[src/rtl/uib_dma_master.sv]
// uib_dma_master: UIB bus master copying a block of 32-bit words src -> dst.
// Define UIB_DMA_FILL_EN to add the pattern-fill mode (fill, fill_pat ports).
module uib_dma_master #(
    parameter int XLEN       = 32,
    parameter int CNT_WIDTH  = 16,
    parameter int RD_LATENCY = 1
) (
    input  logic                 clk,
    input  logic                 rst,
    input  logic                 start,
    input  logic                 abort,
    input  logic [XLEN-1:0]      src_addr,
    input  logic [XLEN-1:0]      dst_addr,
    input  logic [CNT_WIDTH-1:0] len,
`ifdef UIB_DMA_FILL_EN
    input  logic                 fill,
    input  logic [XLEN-1:0]      fill_pat,
`endif
    output logic                 busy,
    output logic                 done,
    output logic                 err,
    output logic [CNT_WIDTH-1:0] xfer_cnt,
    output logic                 bus_req,
    output logic                 bus_wen,
    output logic [XLEN-1:0]      bus_addr,
    output logic [1:0]           bus_mode,
    output logic [XLEN-1:0]      bus_dat_o,
    input  logic [XLEN-1:0]      bus_dat_i
);

    localparam int WW = $clog2(RD_LATENCY + 1);
    localparam logic [WW-1:0] LAST = WW'(RD_LATENCY - 1);

    typedef enum logic [1:0] {IDLE, RD, CAP, WR} state_t;

    state_t                state;
    logic [XLEN-1:0]       src;
    logic [XLEN-1:0]       dst;
    logic [XLEN-1:0]       buf_q;
    logic [CNT_WIDTH-1:0]  rem;
    logic [WW-1:0]         wcnt;
    logic                  fill_q;
    logic                  fill_in;
    logic                  bad_align;

`ifdef UIB_DMA_FILL_EN
    assign fill_in = fill;
`else
    assign fill_in = 1'b0;
    assign fill_q  = 1'b0;
`endif

    // fill transfers never read, so only dst alignment matters for them
    assign bad_align = (dst_addr[1:0] != 2'b00) ||
                       (!fill_in && (src_addr[1:0] != 2'b00));

    assign bus_mode  = 2'b10;
    assign bus_dat_o = buf_q;

    always_ff @(posedge clk) begin
        if (!rst) begin
            state    <= IDLE;
            src      <= '0;
            dst      <= '0;
            rem      <= '0;
            buf_q    <= '0;
            wcnt     <= '0;
            busy     <= 1'b0;
            done     <= 1'b0;
            err      <= 1'b0;
            xfer_cnt <= '0;
            bus_req  <= 1'b0;
            bus_wen  <= 1'b0;
            bus_addr <= '0;
`ifdef UIB_DMA_FILL_EN
            fill_q   <= 1'b0;
`endif
        end else begin
            done <= 1'b0;
            err  <= 1'b0;
            unique case (state)
                IDLE: begin
                    if (start && !abort) begin
                        if (bad_align) begin
                            err <= 1'b1;
                        end else if (len == '0) begin
                            done     <= 1'b1;
                            xfer_cnt <= '0;
                        end else begin
                            src      <= src_addr;
                            dst      <= dst_addr;
                            rem      <= len;
                            xfer_cnt <= '0;
                            busy     <= 1'b1;
                            bus_req  <= 1'b1;
`ifdef UIB_DMA_FILL_EN
                            fill_q   <= fill;
                            if (fill) begin
                                state    <= WR;
                                bus_wen  <= 1'b1;
                                bus_addr <= dst_addr;
                                buf_q    <= fill_pat;
                            end else begin
                                state    <= RD;
                                bus_addr <= src_addr;
                            end
`else
                            state    <= RD;
                            bus_addr <= src_addr;
`endif
                        end
                    end
                end
                RD: begin
                    bus_req  <= 1'b0;
                    bus_addr <= '0;
                    wcnt     <= '0;
                    if (abort) begin
                        state <= IDLE;
                        busy  <= 1'b0;
                    end else begin
                        state <= CAP;
                    end
                end
                CAP: begin
                    if (abort) begin
                        state <= IDLE;
                        busy  <= 1'b0;
                    end else if (wcnt == LAST) begin
                        buf_q    <= bus_dat_i;
                        bus_req  <= 1'b1;
                        bus_wen  <= 1'b1;
                        bus_addr <= dst;
                        state    <= WR;
                    end else begin
                        wcnt <= wcnt + 1'b1;
                    end
                end
                WR: begin
                    src      <= src + XLEN'(4);
                    dst      <= dst + XLEN'(4);
                    xfer_cnt <= xfer_cnt + 1'b1;
                    rem      <= rem - 1'b1;
                    if (abort || rem == CNT_WIDTH'(1)) begin
                        state    <= IDLE;
                        busy     <= 1'b0;
                        done     <= !abort;
                        bus_req  <= 1'b0;
                        bus_wen  <= 1'b0;
                        bus_addr <= '0;
                        buf_q    <= '0;
                    end else if (fill_q) begin
                        bus_addr <= dst + XLEN'(4);
                    end else begin
                        state    <= RD;
                        bus_wen  <= 1'b0;
                        bus_addr <= src + XLEN'(4);
                        buf_q    <= '0;
                    end
                end
            endcase
        end
    end

endmodule

[config.mk]
export PLATFORM = sky130hd
export DESIGN_NAME = uib_dma_master
export DESIGN_NICKNAME = d
export VERILOG_FILES = /design/src/rtl/uib_dma_master.sv
export SDC_FILE = /design/constraint.sdc
export NUM_CORES = 1
export LEC_CHECK = 0
export ABC_AREA = 1
export CORE_AREA = 5 5 173 175
export CTS_CLUSTER_SIZE = 40
export DETAILED_ROUTE_END_ITERATION = 16
export DIE_AREA = 0 0 178 180
export MAX_ROUTING_LAYER = met4
export PLACE_DENSITY_LB_ADDON = 0.25
export SYNTH_ARGS = -nofsm -noshare
export SYNTH_HDL_FRONTEND = slang
export SYNTH_SLANG_ARGS = --single-unit
[constraint.sdc]
create_clock -name clk -period 2.2 [get_ports clk]
set_input_delay 0.22 -clock clk [delete_from_list [all_inputs] [get_ports clk]]
set_output_delay 0.22 -clock clk [all_outputs]
set_load 0.03 [all_outputs]
# Word-level counts from Yosys, hierarchy flattened

Index checks and enable logic that the tools add are counted.

Output and inout bits: 87
Register bits: 168
Logic and storage cells: 100
Bits of input ports: 116

Reductions and logical operators: 21
Mux-type cells: 49
Add/sub/neg operators: 5
Eq/ne operators: 12

Operator list:

| operator                                           | count |
|---|---|
| two-way mux 32 bit                                 | 11 |
| case mux 32 bit (2 select lines)                   | 3 |
| case mux 32 bit (4 select lines)                   | 1 |
| two-way mux 16 bit                                 | 5 |
| adder 32 x 3 -> 32 bit, second input constant      | 2 |
| case mux 16 bit (2 select lines)                   | 2 |
| adder 16 x 1 -> 16 bit, second input constant      | 1 |
| == test 16 x 1 -> 1 bit, second input constant     | 1 |
| zero test 16 bit                                   | 1 |
| subtractor 16 x 1 -> 16 bit, second input constant | 1 |
| two-way mux 1 bit                                  | 15 |
| two-way mux 2 bit                                  | 6 |
| != test 2 bit, second input constant               | 6 |
| AND reduction 5 bit                                | 2 |
| nonzero test 2 bit                                 | 5 |
| AND reduction 3 bit                                | 3 |
| case mux 2 bit (4 select lines)                    | 1 |
| AND reduction 4 bit                                | 2 |
| case mux 1 bit (2 select lines)                    | 3 |
| AND reduction 6 bit                                | 1 |
| == test 2 bit, second input constant               | 2 |
| case mux 1 bit (4 select lines)                    | 1 |
| != test 3 bit, second input constant               | 1 |
| case mux 1 bit (3 select lines)                    | 1 |
| 9 further kinds                                    | 10 |

# Longest topological paths before layout

Depth after elaboration: 5
Gate-level depth with buffers: 12
Mapped depth without buffers: 12

# Least setup slack after synthesis

Ideal clock, no wire load.

Path kind: reg2reg
Start point: register state[0]
End point: register dst[7]
Arrival time: 1.643 ns
Path buffers: 3
Period minus slack after synthesis: 1.762 ns
Data required time: 2.081 ns
Stages on the path, launching flop included: 10
Setup slack: 0.438 ns
Path through: dfxtp_1 -> inv_1 -> ha_1 -> buf_2 -> o21ai_2 -> nand2_2 -> buf_6 -> buf_4 -> a211oi_1 -> nor2_1

Longest elaborated chain between the ends: 3

RTL lines:

| element                                                              | line | RTL |
|---|---|---|
| start: declaration                                                   | 36   | `state_t state;` |
| start signal: assignment                                             | 62   | `state <= IDLE;` |
| start signal: assignment                                             | 108  | `state <= RD;` |
| start signal: assignment                                             | 119  | `state <= IDLE;` |
| == test 2 bit / zero test 2 bit (equally long branches)              | 81   | `unique case (state)` |
| nonzero test 2 bit (no line) / != test 2 bit (equally long branches) | --   |  |
| AND reduction 4 bit (no line)                                        | --   |  |
| end signal: assignment                                               | 91   | `dst <= dst_addr;` |
| end signal: assignment                                               | 141  | `dst <= dst + XLEN'(4);` |
| end: declaration                                                     | 38   | `logic [XLEN-1:0] dst;` |

Parallel ways exist; a longest one is shown, timed or not.
A chain may end at the register's enable or synchronous reset.

# Worst setup path in the final report

Start point: register state[0]
End point: register src[3]

Longest elaborated chain between the ends: 3

RTL lines:

| element                                                              | line | RTL |
|---|---|---|
| == test 2 bit / zero test 2 bit (equally long branches)              | 81   |  |
| nonzero test 2 bit (no line) / != test 2 bit (equally long branches) | --   |  |
| AND reduction 4 bit (no line)                                        | --   |  |
| end signal: assignment                                               | 90   | `src <= src_addr;` |
| end signal: assignment                                               | 140  | `src <= src + XLEN'(4);` |
| end: declaration                                                     | 37   | `logic [XLEN-1:0] src;` |

Parallel ways exist; a longest one is shown, timed or not.

==> results.py <==
metrics = {
    "outcome": {
        "status": "finished clean",
    },
    "synthesis": {
        "synthTopCellsByArea": "dfxtp_1 (35%), nand2_1 (18%), a21oi_1 (11%), nor2_1 (7.6%), o21ai_0 (5.0%)",
        "synth_top_family_by_area": "simple AND/OR/NAND/NOR gates",
        "ys_ff_latch": 167,
        "synthMuxAreaShare_pct": 0,
        "synth_cell_types": 39,
        "synthAdderAreaFrac_pct": 1.16,
        "avgSynthCellArea_um2": 6.18,
        "synth_area_leader_cell": "dfxtp_1",
        "synth_cells": 1566,
        "yosysSeqAreaShare_pct": 34.5,
        "synth_edf_count": 0,
        "synth_xor_area_share_pct": 1.63,
        "syn-num-nets": 1691,
        "synth_area_um2": 9680,
        "synth_top_area_share_pct": 34.5,
        "async_flop_share_pct": 0,
        "ys.flop_type": "dfxtp_1",
        "synth-compound-area-share_pct": 18.5,
        "synthSimpleGateAreaFrac_pct": 36.4,
        "yosysWarnings": 0,
    },
    "pwr": {
        "peakVddDrop_v": 0.000381,
        "p_int_w": 0.00558,
        "p_per_area_nw_per_um2": 626,
        "p_sw_share_pct": 30.1,
        "fin_total_pwr_w": 0.00798,
        "leakagePower_nw": 4.60,
        "seqPwrFrac_pct": 41.1,
        "combPwrFrac_pct": 20.2,
        "p_clk_share_pct": 38.8,
        "switching_power_w": 0.00240,
    },
    "cells_and_area": {
        "fin_util_pct": 45.0,
        "antenna_cells": 0,
        "drive_above_1_share_pct": 6.29,
        "multi_input_area_um2": 5610,
        "areaGrowthSynthToFinish_pct": 31.7,
        "instances_no_fill": 2133,
        "nFillCells": 2923,
        "ff_latch_area_um2": 3340,
        "nets": 1861,
    },
    "floorplanning": {
        "die_w_um": 178,
        "die_area_um2": 32000,
        "die_height_um": 180,
        "initial_core_util_pct": 34.2,
        "rows": 62,
        "ioPinCount": 203,
        "core_area_um2": 28300,
    },
    "setup_path": {
        "r2r_start": "state[0]$_SDFFE_PN0P_",
        "cp-start-kind": "flip-flop",
        "r2r_cells": 10,
        "end_kind": "flip-flop",
        "arrival_ns": 2.37,
        "timing.rr.end": "src[3]$_SDFFE_PN0P_",
        "cp_max_fo": 30,
        "r2r_setup_slack_ns": 0.19,
        "worst-setup-path-type": "reg -> reg",
        "worst-endpoint-required_ns": 2.56,
    },
    "timing": {
        "timing.slew.headroom_pct": 48.6,
        "min_period_ns": 2.01,
        "hold_viol_final": 0,
        "rsz0062_at_grt": "false",
        "final_max_slew_viol_count": 0,
        "fin_crit_sh_pct": 91.3,
        "finalSetupTns_ns": 0,
        "setup_ws_ns": 0.191,
        "tightest_slew_ns": 0.771,
        "setup_violations": 0,
        "skew_ns": 0.0106,
        "maxClockFrequency_mhz": 498,
    },
    "grt": {
        "antenna_found_initial": 0,
        "overflow": 0,
        "grt_pass1_vias": 10231,
        "grtUsageTotal_pct": 20.7,
        "grt_first_pass_wirelength_um": 52900,
        "grt_max_degree": 93,
    },
    "clock_tree": {
        "cts.clk_slew.worst_paths_ns": 0.07,
        "clock_path_buffers": 2,
        "cts_tree": "done",
        "root_buffer": "clkbuf_16",
        "clk_latency_ns": 0.44,
        "htreeDepth": 4,
        "cts_setup_buffers": 0,
        "numCtsBuffers": 17,
        "cts.sinks": 167,
    },
    "placement": {
        "port_buffers": 200,
        "dpl.hpwl_um": 23900,
        "place_ws_ns": 0.0561,
        "place_congestion": 0.884,
        "post-place-cells": 2101,
    },
    "detailed_routing": {
        "drtAntennaViolNets": 0,
        "post_drt_wl_per_cell_um": 15.5,
        "drtIter0Drc": 722,
        "firstDrtPassIters": 5,
        "viasPerCell": 4.98,
        "vias": 10633,
        "drc": 0,
        "drt_wl_total_um": 33000,
    },
    "run": {
        "maxCapViolations": 0,
    },
    "worst_hold_path": {
        "holdPathEnd": "bus_dat_o[22]$_SDFFE_PN0P_",
        "whs_path_depth": 3,
        "hold_class": "in -> reg",
        "min_from": "rst",
    },
}
[flip-flops by register name, indices dropped and copies added (netlist names), 2 cells and up]
name       cells
src           32
bus_dat_o     32
dst           32
xfer_cnt      16
rem           16
state          2
bus_addr      32
[repair_timing]
action	CTS	global route
gates resized for setup	0	1
hold buffers	0	0
endpoints found under the setup margin	0	18
[how the worst max path moves through the flow]
stage	cells past startpoint	startpoint	to
after detailed placement	10	src_addr[0]	xfer_cnt[5]$_SDFFE_PN0P_
after global placement	11	len[11]	dst[12]$_SDFFE_PN0P_
after CTS	10	state[0]$_SDFFE_PN0P_	src[3]$_SDFFE_PN0P_
final	10	state[0]$_SDFFE_PN0P_	src[3]$_SDFFE_PN0P_
after floorplan	9	state[0]$_SDFFE_PN0P_	dst[7]$_SDFFE_PN0P_
after global routing	11	dst[2]$_SDFFE_PN0P_	dst[20]$_SDFFE_PN0P_
[critical path, cell delays in order (launching register included)]
cell,delay [ns]
dfxtp_1,0.35
inv_1,0.12
ha_2,0.27
inv_2,0.06
nor3_2,0.22
nand3_2,0.12
nand2_2,0.15
buf_12,0.22
buf_12,0.18
o21ai_0,0.10
nor2_1,0.14
[metrics by stage]
stage          area [um2]  hold slack, ns
5_1_grt             12800           0.351
3_3_place_gp        12200           0.428
3_5_place_dp        12200           0.433
2_1_floorplan        9680           0.368
4_1_cts             12700           0.317
6_report            12800           0.315
[final cells by class]
class | instances | share of cell area, %
clock buffers | 19 | 3.47
clock inverters | 13 | 1.15
inverters | 98 | 2.89
multi-input cells | 1218 | 44.0
flip-flops and latches | 167 | 26.2
well taps | 384 | 3.77
repair buffers | 234 | 18.5
[cell usage in the layout, fill, tap and decap left out, types with 7 or more instances in the layout]
cell	n
ha_1	7
buf_4	25
or2_2	20
o21ai_1	22
a21oi_1	214
nor2_1	195
dfxtp_1	167
nand3_1	94
o21ai_0	97
xor2_1	18
clkbuf_16	17
nand2_1	463
nand4_1	11
nor3_1	21
clkdlybuf4s50_1	199
inv_1	92
buf_12	9
nand3b_1	13
[Yosys cell counts (3+ instances only)]
cell type,n
a21oi_1,214
a31oi_1,3
and3_1,3
buf_1,8
buf_2,15
buf_4,9
clkbuf_1,46
clkbuf_2,3
dfxtp_1,167
ha_1,9
inv_1,92
inv_2,6
nand2_1,463
nand3_1,94
nand3b_1,13
nand4_1,11
nor2_1,196
nor2_4,4
nor3_1,21
nor3b_1,3
o211ai_1,4
o21ai_0,97
o21ai_1,22
o22ai_1,5
or2_2,20
xor2_1,18
[per-layer routing]
metal,global-route usage [%],wire length [um],vias up
met2,32.8,15300,334
met4,4.15,468,0
met1,27.1,14800,4824
met5,-,0,-
met3,4.89,2430,33
li1,-,-,5442
[power groups by stage]
stage / logic [W] / registers [W] / clock network (W)
floorplan: 0.000613 / 0.00359 / 0
global placement: 0.00161 / 0.00334 / 0
detailed placement: 0.00162 / 0.00334 / 0
CTS: 0.00163 / 0.00328 / 0.00316
global route: 0.00175 / 0.00330 / 0.00328
finish: 0.00161 / 0.00328 / 0.00310
[cell families (layout without fill, tap and decap cells)]
kind of cell               Yosys count  in the layout
and+or+nand+nor                    839            839
xor gates and xnor gates            18             18
adders and majority gates            9              9
other                                2              2
buffers and inverters              181            364
DFF                                167            167
AOI/OAI and AO/OA                  350            350
(Power assumes the default switching activity.)
